**config.mk**
```make
export PLATFORM = sky130hd
export DESIGN_NAME = key_conditioner
export DESIGN_NICKNAME = d
export VERILOG_FILES = /design/src/rtl/key_conditioner_pkg.sv /design/src/rtl/key_channel.sv /design/src/rtl/key_conditioner.sv
export SDC_FILE = /design/constraint.sdc
export NUM_CORES = 1
export LEC_CHECK = 0
export BUFFER_PORTS_ARGS = -buffer_cell sky130_fd_sc_hd__buf_2
export CAP_MARGIN = 30
export CORE_MARGIN = 2
export CORE_UTILIZATION = 50
export CTS_CLUSTER_DIAMETER = 150
export DETAILED_ROUTE_END_ITERATION = 16
export PLACE_DENSITY = 0.67
export REMOVE_ABC_BUFFERS = 1
export SYNTH_ARGS = -nofsm -noshare
export SYNTH_HDL_FRONTEND = slang
export SYNTH_SLANG_ARGS = --single-unit
```
**constraint.sdc**
```tcl
create_clock -name clk -period 2.2 [get_ports clk]
set_input_delay 0.22 -clock clk [delete_from_list [all_inputs] [get_ports clk]]
set_output_delay 0.22 -clock clk [all_outputs]
set_load 0.005 [all_outputs]
```
**src/rtl/key_conditioner_pkg.sv**
```systemverilog
// Shared constants and helpers for the pushbutton conditioner.
// Default timing assumes the 50 MHz board clock.
package key_conditioner_pkg;

    localparam int KC_CLK_HZ                = 50_000_000;
    localparam int KC_DEFAULT_DEBOUNCE      = KC_CLK_HZ / 50;
    localparam int KC_DEFAULT_REPEAT_DELAY  = KC_CLK_HZ / 2;
    localparam int KC_DEFAULT_REPEAT_PERIOD = KC_CLK_HZ / 10;

    function automatic int kc_max(input int a, input int b);
        return (a > b) ? a : b;
    endfunction

endpackage

```
**src/rtl/key_channel.sv**
```systemverilog
// One key: 2-flop synchroniser, stability-counter debounce, press/release pulses.
// Auto-repeat on held keys is added when KEY_CONDITIONER_REPEAT_EN is defined.
module key_channel
    import key_conditioner_pkg::*;
#(
    parameter int DEBOUNCE_CYCLES = KC_DEFAULT_DEBOUNCE,
    parameter int REPEAT_DELAY    = KC_DEFAULT_REPEAT_DELAY,
    parameter int REPEAT_PERIOD   = KC_DEFAULT_REPEAT_PERIOD
) (
    input  logic clk,
    input  logic resetn,
    input  logic key_n,
    output logic level,
    output logic press,
    output logic release_pulse
);

    localparam int CNT_W = $clog2(DEBOUNCE_CYCLES + 1);
    localparam logic [CNT_W-1:0] CNT_LAST = CNT_W'(DEBOUNCE_CYCLES - 1);
    localparam logic [CNT_W-1:0] CNT_ONE  = CNT_W'(1);

    if (DEBOUNCE_CYCLES < 1 || REPEAT_DELAY < 1 || REPEAT_PERIOD < 1) begin : g_bad_param
        $error("key_channel: timing parameters must be at least 1");
    end

    logic             sync_p0;
    logic             sync_p1;
    logic             s;
    logic [CNT_W-1:0] cnt;
    logic             accept;
    logic             rep_fire;

    assign s      = ~sync_p1;
    assign accept = (s != level) && (cnt == CNT_LAST);

    always_ff @(posedge clk or negedge resetn) begin
        if (!resetn) begin
            sync_p0       <= 1'b1;
            sync_p1       <= 1'b1;
            cnt           <= '0;
            level         <= 1'b0;
            press         <= 1'b0;
            release_pulse <= 1'b0;
        end else begin
            // stage p0/p1: synchronise the raw pin
            sync_p0 <= key_n;
            sync_p1 <= sync_p0;
            // debounce: any return to the accepted level restarts the count
            if (s == level) begin
                cnt <= '0;
            end else if (accept) begin
                cnt   <= '0;
                level <= s;
            end else begin
                cnt <= cnt + CNT_ONE;
            end
            press         <= (accept && s) || rep_fire;
            release_pulse <= accept && !s;
        end
    end

`ifdef KEY_CONDITIONER_REPEAT_EN
    localparam int HOLD_W = $clog2(kc_max(REPEAT_DELAY, REPEAT_PERIOD) + 1);
    localparam logic [HOLD_W-1:0] HOLD_DELAY  = HOLD_W'(REPEAT_DELAY - 1);
    localparam logic [HOLD_W-1:0] HOLD_PERIOD = HOLD_W'(REPEAT_PERIOD - 1);
    localparam logic [HOLD_W-1:0] HOLD_ONE    = HOLD_W'(1);

    logic [HOLD_W-1:0] hold;
    logic              repeating;

    // A release acceptance wins over a repeat landing in the same cycle.
    assign rep_fire = level && !accept &&
                      (hold == (repeating ? HOLD_PERIOD : HOLD_DELAY));

    always_ff @(posedge clk or negedge resetn) begin
        if (!resetn) begin
            hold      <= '0;
            repeating <= 1'b0;
        end else if (!level || accept) begin
            hold      <= '0;
            repeating <= 1'b0;
        end else if (rep_fire) begin
            hold      <= '0;
            repeating <= 1'b1;
        end else begin
            hold <= hold + HOLD_ONE;
        end
    end
`else
    assign rep_fire = 1'b0;
`endif

endmodule

```
**src/rtl/key_conditioner.sv**
```systemverilog
// Conditions WIDTH active-low pushbuttons into debounced levels and pulses.
// Optional auto-repeat: KEY_CONDITIONER_REPEAT_EN. "release" is a reserved word, hence release_pulse.
module key_conditioner
    import key_conditioner_pkg::*;
#(
    parameter int WIDTH           = 4,
    parameter int DEBOUNCE_CYCLES = KC_DEFAULT_DEBOUNCE,
    parameter int REPEAT_DELAY    = KC_DEFAULT_REPEAT_DELAY,
    parameter int REPEAT_PERIOD   = KC_DEFAULT_REPEAT_PERIOD
) (
    input  logic             clk,
    input  logic             resetn,
    input  logic [WIDTH-1:0] keys_n,
    output logic [WIDTH-1:0] level,
    output logic [WIDTH-1:0] press,
    output logic [WIDTH-1:0] release_pulse
);

    for (genvar i = 0; i < WIDTH; i++) begin : g_chan
        key_channel #(
            .DEBOUNCE_CYCLES(DEBOUNCE_CYCLES),
            .REPEAT_DELAY   (REPEAT_DELAY),
            .REPEAT_PERIOD  (REPEAT_PERIOD)
        ) u_chan (
            .clk          (clk),
            .resetn       (resetn),
            .key_n        (keys_n[i]),
            .level        (level[i]),
            .press        (press[i]),
            .release_pulse(release_pulse[i])
        );
    end

endmodule

```
======== Word-level counts from Yosys, hierarchy flattened ========
Cells that the tools add are included.
W data, S select, Z words.
cells by class
  $add $sub $neg .......................... 4
  equality and inequality tests ........... 12
  bitwise operators ....................... 8
  reductions and logical operators ........ 16
  mux-type cells .......................... 8
operators by type and width
  operator                 number
  $mux W20                 8
  $add A20 B1 Y20 const B  4
  $eq A20 B20 Y1 const B   4
  $logic_and A1 B1 Y1      12
  $not A1 Y1               8
  $reduce_and A2 Y1        4
  $eq A1 B1 Y1             4
  $ne A1 B1 Y1             4
word-level totals
  register bits ........................... 100
  bits of input ports ..................... 6
  output and inout port bits .............. 12
  logic and storage cells ................. 72

======== Longest topological paths before layout ========
Gate-level depths: netlist of the first run.
  depth in word-level cells ............... 5
  mapped depth ............................ 6
  mapped depth without buffers ............ 5

======== Modules after synthesis ========
Synthesis of the first run repeated with hierarchy kept, for this count alone.
second synthesis, totals
  cells, all modules ...................... 468
  area, all modules ....................... 5139.9 sq um
by module, submodules not included
  module       times used  seq. area each (sq um)  area each (sq um)  cells an instance
  key_channel  4           628.1                   1285.0             117

======== Worst setup path before layout of the first run ========
Ideal clock, no wire load.
  kind .................................... register to register
  from .................................... register g_chan[2].u_chan.cnt[0]
  to ...................................... register g_chan[2].u_chan.cnt[10]
  path buffers ............................ 1
  stages on the path, launching flop included .. 7
  path slack .............................. 166 ps
  library setup time ...................... 121 ps
  arrival time ............................ 1912 ps
  clock period less this slack ............ 2034 ps
  path through ............................ dfrtp_1 > ha_1 > nand3_1 > or4_1 > o21ai_2 > buf_2 > nor2_1
between the ends
  cells in the longest elaborated chain, start to end .. 4
  elaborated cells between the ends (all ways) .. 5
RTL lines
  item                                                                     RTL line           RTL
  start, declared                                                          key_channel.sv:29  logic [CNT_W-1:0] cnt;
  start signal, assigned                                                   key_channel.sv:55  cnt <= cnt + CNT_ONE;
  parallel branches: the longest is 2 deep, another holds $add A20 B1 Y20  n/a
  $mux W20 *                                                               key_channel.sv:51  end else if (accept) begin
  $mux W20 *                                                               key_channel.sv:49  if (s == level) begin
Mark *: on every way between the ends.
A chain may end at the register's enable or synchronous reset.

======== Worst setup path in the final report of the first run ========
  from .................................... register g_chan[3].u_chan.cnt[3]
  to ...................................... register g_chan[3].u_chan.cnt[17]
between the ends
  cells in the longest elaborated chain, start to end .. 4
  elaborated cells between the ends (all ways) .. 5
RTL lines
  item                                                                     RTL line
  start, declared                                                          key_channel.sv:29
  start signal, assigned                                                   key_channel.sv:55
  parallel branches: the longest is 2 deep, another holds $add A20 B1 Y20  n/a
  $mux W20 *                                                               key_channel.sv:51
  $mux W20 *                                                               key_channel.sv:49
Marks and branches as above.

==> metrics.cfg, run 1 <==
[outcome]
outcome=completed

[clock_network]
htreeDepth=3
cts_root_buf=clkbuf_8
cts_buffers=9
cts_resized=0
post_cts_buffers=0
cts_num_sinks=100
clock_latency_ns=0.35
cts_buffer_depth=2
cts_tree=built
cts.clk_slew.worst_paths_ns=0.09

[finish]
final_common_cell=dfrtp_1
area_delta_synth_final_pct=11.3
layout_common_cells=92 x dfrtp_1, 79 x nor2_1, 52 x xnor2_1
final_cells=642
antenna_cells=0
utilization=0.574
fin_nets=518
layout-drive-gt1-share=0.140

[critical_path]
crit_path_end_kind=flop
cp_data_required_time_ns=2.49
crit_fanout=8
reg2reg_slack_ns=0.13
worst-setup-path-type=flop to flop
worstSetupStartpointType=flop
arrival_ns=2.36

[sta]
report.final.slew_viol_count=0
worstMarginPinSlew_ns=0.510
fin_ws_ns=0.129
hold_viol_final=0
max_freq_mhz=483
layout_min_cycle_time_ns=2.07
setup_viol=0
setup_tns_ns=0
rsz0062_at_grt=false
finalCritPeriodShare=0.941
relSlewSlack=0.657
fin_skew_ns=0.00691

[min_path]
min_path_type=input pin to asynchronous set/reset pin

[floorplanning]
ios=18
die_area_um2=10400
start_util=0.515
core_um2=9280
die_width_um=102
fp.dieH_um=102
row_count=35

[synth]
synth_flop_cell=dfrtp_1
netlist_area_um2=4790
synthArstFlopShare=1.00
yosysTopAreaCell=dfrtp_1
ys_types=39
synth_area_leaders=dfrtp_1 48%, xnor2_1 9.5%, nor2_1 6.2%
yosysTopAreaCellShare=0.481
syn_avg_cell_area_um2=10.0
yosysWarnings=0
synth_edf_count=0
synthesis.instances=477
ys_ff_latch=100
synth_seq_area_share=0.525

[run]
drv_cap=0

[global_route]
grt_overflow_total=0
antenna_found_initial=0
grt_pass1_vias=3286
grt_usage=0.180
grt_pass1_wl_mm=15.0
grt_max_degree=45

[pwr]
peakVddDrop_mv=0.275
powerDensity_nw_per_um2=622
power_leakage_uw=0.00210
fin_total_pwr_uw=3310

[place]
io_buffers=17
placed_cells=621
place.gp.congestion=0.930
place_worst_setup_slack_ns=0.156
dp_hpwl_mm=5.79

[detailed_routing]
via_count=3427
via_per_inst=5.34
dr.pass1.iters=4
drt.antenna.violating_nets=0
drt_iter0_drc=152
avgRoutedWirePerCell_um=13.3
route.detailed.drc=0
wl_mm=8.53

-- metrics by stage --
step | hold WS, ns | area [um^2]
final | 0.349 | 5330
after CTS | 0.346 | 5330
after global routing | 0.370 | 5330
after global placement | 0.208 | 5050
after detailed placement | 0.207 | 5050
after floorplan | -0.0756 | 4660
-- power breakdown --
group / total [uW] / internal (uW) / leakage, uW / switching (uW)
clock: 1300 / 677 / 0.000114 / 622
combinational: 119 / 40.8 / 0.000631 / 78.3
sequential: 1890 / 1870 / 0.00136 / 25.4
total: 3310 / 2590 / 0.00210 / 725
-- state kept, by name, summed over array words and instances, names as in the netlist --
name	cells
g_chan.u_chan.sync_p0	4
g_chan.u_chan.press	4
g_chan.u_chan.level	4
g_chan.u_chan.release_pulse	4
g_chan.u_chan.sync_p1	4
g_chan.u_chan.cnt	80
-- logic make-up after synthesis --
family | synth area share
muxes | 0.0188
adders and majority gates | 0.0105
and+or+nand+nor | 0.251
AOI/OAI and AO/OA | 0.0431
xor gates and xnor gates | 0.108
DFF | 0.525
buffers and inverters | 0.0437
-- worst paths after layout --
check / to / cells past startpoint / startpoint
worst min register to register: g_chan[2].u_chan.sync_p1$_DFF_PN1_ / 0 / g_chan[2].u_chan.sync_p0$_DFF_PN1_
max in group asynchronous: g_chan[3].u_chan.sync_p1$_DFF_PN1_ / 3 / resetn
worst max register to register: g_chan[3].u_chan.cnt[17]$_DFF_PN0_ / 4 / g_chan[3].u_chan.cnt[3]$_DFF_PN0_
worst max-delay path: g_chan[3].u_chan.cnt[17]$_DFF_PN0_ / 4 / g_chan[3].u_chan.cnt[3]$_DFF_PN0_
min in group clk: g_chan[2].u_chan.sync_p1$_DFF_PN1_ / 0 / g_chan[2].u_chan.sync_p0$_DFF_PN1_
worst min-delay path: g_chan[0].u_chan.cnt[11]$_DFF_PN0_ / 2 / resetn
-- area by class of cell --
class,instances,area [um^2]
Timing Repair Buffer,40,285
Fill cell,817,3960
Multi-Input combinational cell,336,2060
Clock buffer,11,141
Inverter,21,78.8
Tap cell,129,161
Sequential cell,100,2510
Clock inverter,5,82.6
-- critical path, cell delays in order (launching register included) --
cell and delay [ns]:
dfrtp_1 0.47, nand4_4 0.17, or4_1 0.67, or4b_4 0.56, a21oi_2 0.14
-- cell usage after synthesis, types with 7 or more instances --
library cell  instances
nor4_1               21
nand4_1              15
o31ai_1               8
xnor2_1              52
inv_1                21
nand2_1              23
mux2i_1               9
buf_4                13
nand3_1              29
dfstp_2               8
o21ai_0               7
a21oi_1              12
xor2_1                7
or4_1                13
dfrtp_1              92
nor2_1               79
nor3_1               21
-- timing repair --
| action | in CTS | in global routing |
|---|---|---|
| hold endpoints to repair | 36 | 0 |
| setup endpoints to repair | 0 | 0 |
| hold buffers | 5 | 0 |
-- routing by layer --
layer	vias up	GRT usage	part of all wire
met3	12	0.0369	0.022
met5	-	0	0
met2	33	0.273	0.45
met1	1671	0.258	0.51
li1	1711	-	-
met4	0	0.0677	0.017
(Power assumes the default switching activity.)
==> run 2, diff against run 1 <==
--- a/config.mk
+++ b/config.mk
@@ -12,7 +12,6 @@
 export CTS_CLUSTER_DIAMETER = 150
 export DETAILED_ROUTE_END_ITERATION = 16
 export PLACE_DENSITY = 0.67
-export REMOVE_ABC_BUFFERS = 1
 export SYNTH_ARGS = -nofsm -noshare
 export SYNTH_HDL_FRONTEND = slang
 export SYNTH_SLANG_ARGS = --single-unit
==> metrics.cfg, run 2 (synthesis gave the netlist of run 1 again) <==
[clock_network]
htreeDepth=3  ; unchanged
cts_num_sinks=100  ; unchanged
clock_latency_ns=0.37  ; +0.02 ns
cts_tree=built
cts_buffer_depth=2  ; unchanged
cts_root_buf=clkbuf_8
cts.clk_slew.worst_paths_ns=0.10  ; about the same
cts_buffers=9  ; unchanged

[global_route]
grt_overflow_total=0  ; unchanged
grt_max_degree=101  ; +120%
grt_pass1_vias=3342  ; +1.7%
antenna_found_initial=0  ; unchanged
grt_usage=0.181  ; +0.00113
grt_pass1_wl_mm=15.1  ; +0.73%

[place]
place_worst_setup_slack_ns=0.132  ; -0.0237 ns
placed_area_um2=5060  ; +0.15%
dp_hpwl_mm=5.64  ; -2.7%
place.gp.congestion=0.864  ; -7.2%
io_buffers=17  ; unchanged

[floorplanning]
ios=18  ; unchanged
core_um2=9280  ; unchanged
die_area_um2=10400  ; unchanged
die_width_um=102  ; unchanged
fp.dieH_um=102  ; unchanged
row_count=35  ; unchanged
start_util=0.515  ; unchanged

[pwr]
cellInternalPower_uw=2450  ; -5.1%
p_seq_frac=0.586  ; +0.014
power_leakage_uw=0.00210  ; -0.38%
pwr-share-clk=0.377  ; -0.015
swShare=0.240  ; +0.0214
combPwrFrac=0.037  ; about the same
powerDensity_nw_per_um2=608  ; -2.3%
peakVddDrop_mv=0.433  ; +58%
switchingPower_uw=777  ; +7.2%

[min_path]
min-delay-start=g_chan[2].u_chan.sync_p0$_DFF_PN1_
min_path_type=flop to flop

[critical_path]
cp_data_required_time_ns=2.51  ; +0.02 ns
crit_path_end_kind=flop
timing.rr.start=g_chan[3].u_chan.cnt[3]$_DFF_PN0_
worstSetupStartpointType=flop
arrival_ns=2.41  ; +0.05 ns
crit_fanout=8  ; unchanged
worst-setup-path-type=flop to flop
crit_start=g_chan[3].u_chan.cnt[3]$_DFF_PN0_

[run]
drv_cap=0  ; unchanged

[detailed_routing]
drt.antenna.violating_nets=0  ; unchanged
drt_iter0_drc=152  ; unchanged
route.detailed.drc=0  ; unchanged
via_per_inst=5.27  ; -1.2%
via_count=3390  ; -1.1%
dr.pass1.iters=4  ; unchanged
wl_mm=8.41  ; -1.4%
avgRoutedWirePerCell_um=13.1  ; -1.6%

[finish]
fin_nets=519  ; +0.19%
multi_input_area_um2=2060  ; unchanged
antenna_cells=0  ; unchanged
layout-drive-gt1-share=0.144  ; +0.00362
regMostFlops=g_chan.u_chan.cnt
seq_area_um2=2510  ; unchanged
n_fill_cell=825  ; +0.98%
stdcell_area_um2=5320  ; -0.14%
largest_reg_flops=80  ; unchanged
layout_common_cells=92 x dfrtp_1, 79 x nor2_1, 52 x xnor2_1
area_delta_synth_final_pct=11.1
final_common_cell=dfrtp_1

[sta]
finalCritPeriodShare=0.952  ; +0.0110
finalHoldWorstSlack_ns=0.357  ; +0.00821 ns
worstMarginPinSlew_ns=0.616  ; +0.107 ns
report.final.slew_viol_count=0  ; unchanged
setup_tns_ns=0  ; unchanged
fin_ws_ns=0.105  ; -0.0242 ns
relSlewSlack=0.585  ; -0.0719
max_freq_mhz=477  ; -1.2%
fin_skew_ns=0.0103  ; +0.00339 ns
layout_min_cycle_time_ns=2.10  ; +0.0242 ns
hold_viol_final=0  ; unchanged
setup_viol=0  ; unchanged
rsz0062_at_grt=false

[synth]
syn_nets=487

[outcome]
outcome=completed

## run 2: cell count changes in the layout (fill, tap and decap cells not counted)
cell	before	now
bufinv_16	2	1
clkinvlp_4	0	1
clkbuf_1	1	0
clkbuf_8	10	9
clkinv_2	1	0
inv_6	1	4
buf_6	0	1
## run 2: metrics by stage
stage	utilization	instances	total power (uW)
floorplan	-	477	1980
global placement	0.545	622	2040
detailed placement	0.545	622	2050
CTS	0.573	643	3290
global route	0.573	643	3380
finish	0.573	643	3230
## run 2: area by class of cell
| class | count | area share |
|---|---|---|
| sequential | 100 | 0.472 |
| multi-input combinational | 336 | 0.388 |
| timing repair buffer | 41 | 0.0558 |
| tap | 129 | 0.0303 |
| clock buffer | 9 | 0.0233 |
| clock inverter | 7 | 0.0153 |
| inverter | 21 | 0.0148 |
## run 2: power by group through the flow
stage	combinational, uW	sequential, uW	clock [uW]
after global routing	143	1900	1340
final	121	1890	1220
after floorplan	55.8	1920	0
after global placement	115	1930	0
after CTS	125	1890	1270
after detailed placement	118	1930	0
## run 2: routing by layer
| layer | GRT usage | vias to the layer above | part of all wire |
|---|---|---|---|
| li1 | - | 1719 | - |
| met1 | 0.248 | 1611 | 0.50 |
| met2 | 0.291 | 48 | 0.46 |
| met3 | 0.0520 | 12 | 0.032 |
| met4 | 0.0369 | 0 | 0.0098 |
| met5 | 0 | - | 0 |
## run 2: final timing paths
path | cells past startpoint | slack, ns | endpoint
max | 4 | 0.10 | g_chan[3].u_chan.cnt[17]$_DFF_PN0_
min | 0 | 0.36 | g_chan[2].u_chan.sync_p1$_DFF_PN1_
max reg2reg | 4 | 0.10 | g_chan[3].u_chan.cnt[17]$_DFF_PN0_
min reg2reg | 0 | 0.36 | g_chan[2].u_chan.sync_p1$_DFF_PN1_
max in group asynchronous | 3 | 1.34 | g_chan[3].u_chan.sync_p0$_DFF_PN1_
min in group asynchronous | 3 | 0.41 | g_chan[0].u_chan.cnt[13]$_DFF_PN0_
## run 2: what timing repair did
item / 4_1_cts / 5_1_grt
resized for setup: 0 / 1
hold endpoints to repair: 96 / 0
buffers inserted: 0 / 0
hold buffers: 5 / 0
endpoints found under the setup margin: 0 / 17
## run 2: worst max-delay path, stage by stage, from the launching register on
cell and delay (ns):
dfrtp_1 0.49, nand4_4 0.16, or4_1 0.68, or4b_4 0.57
a21oi_2 0.14
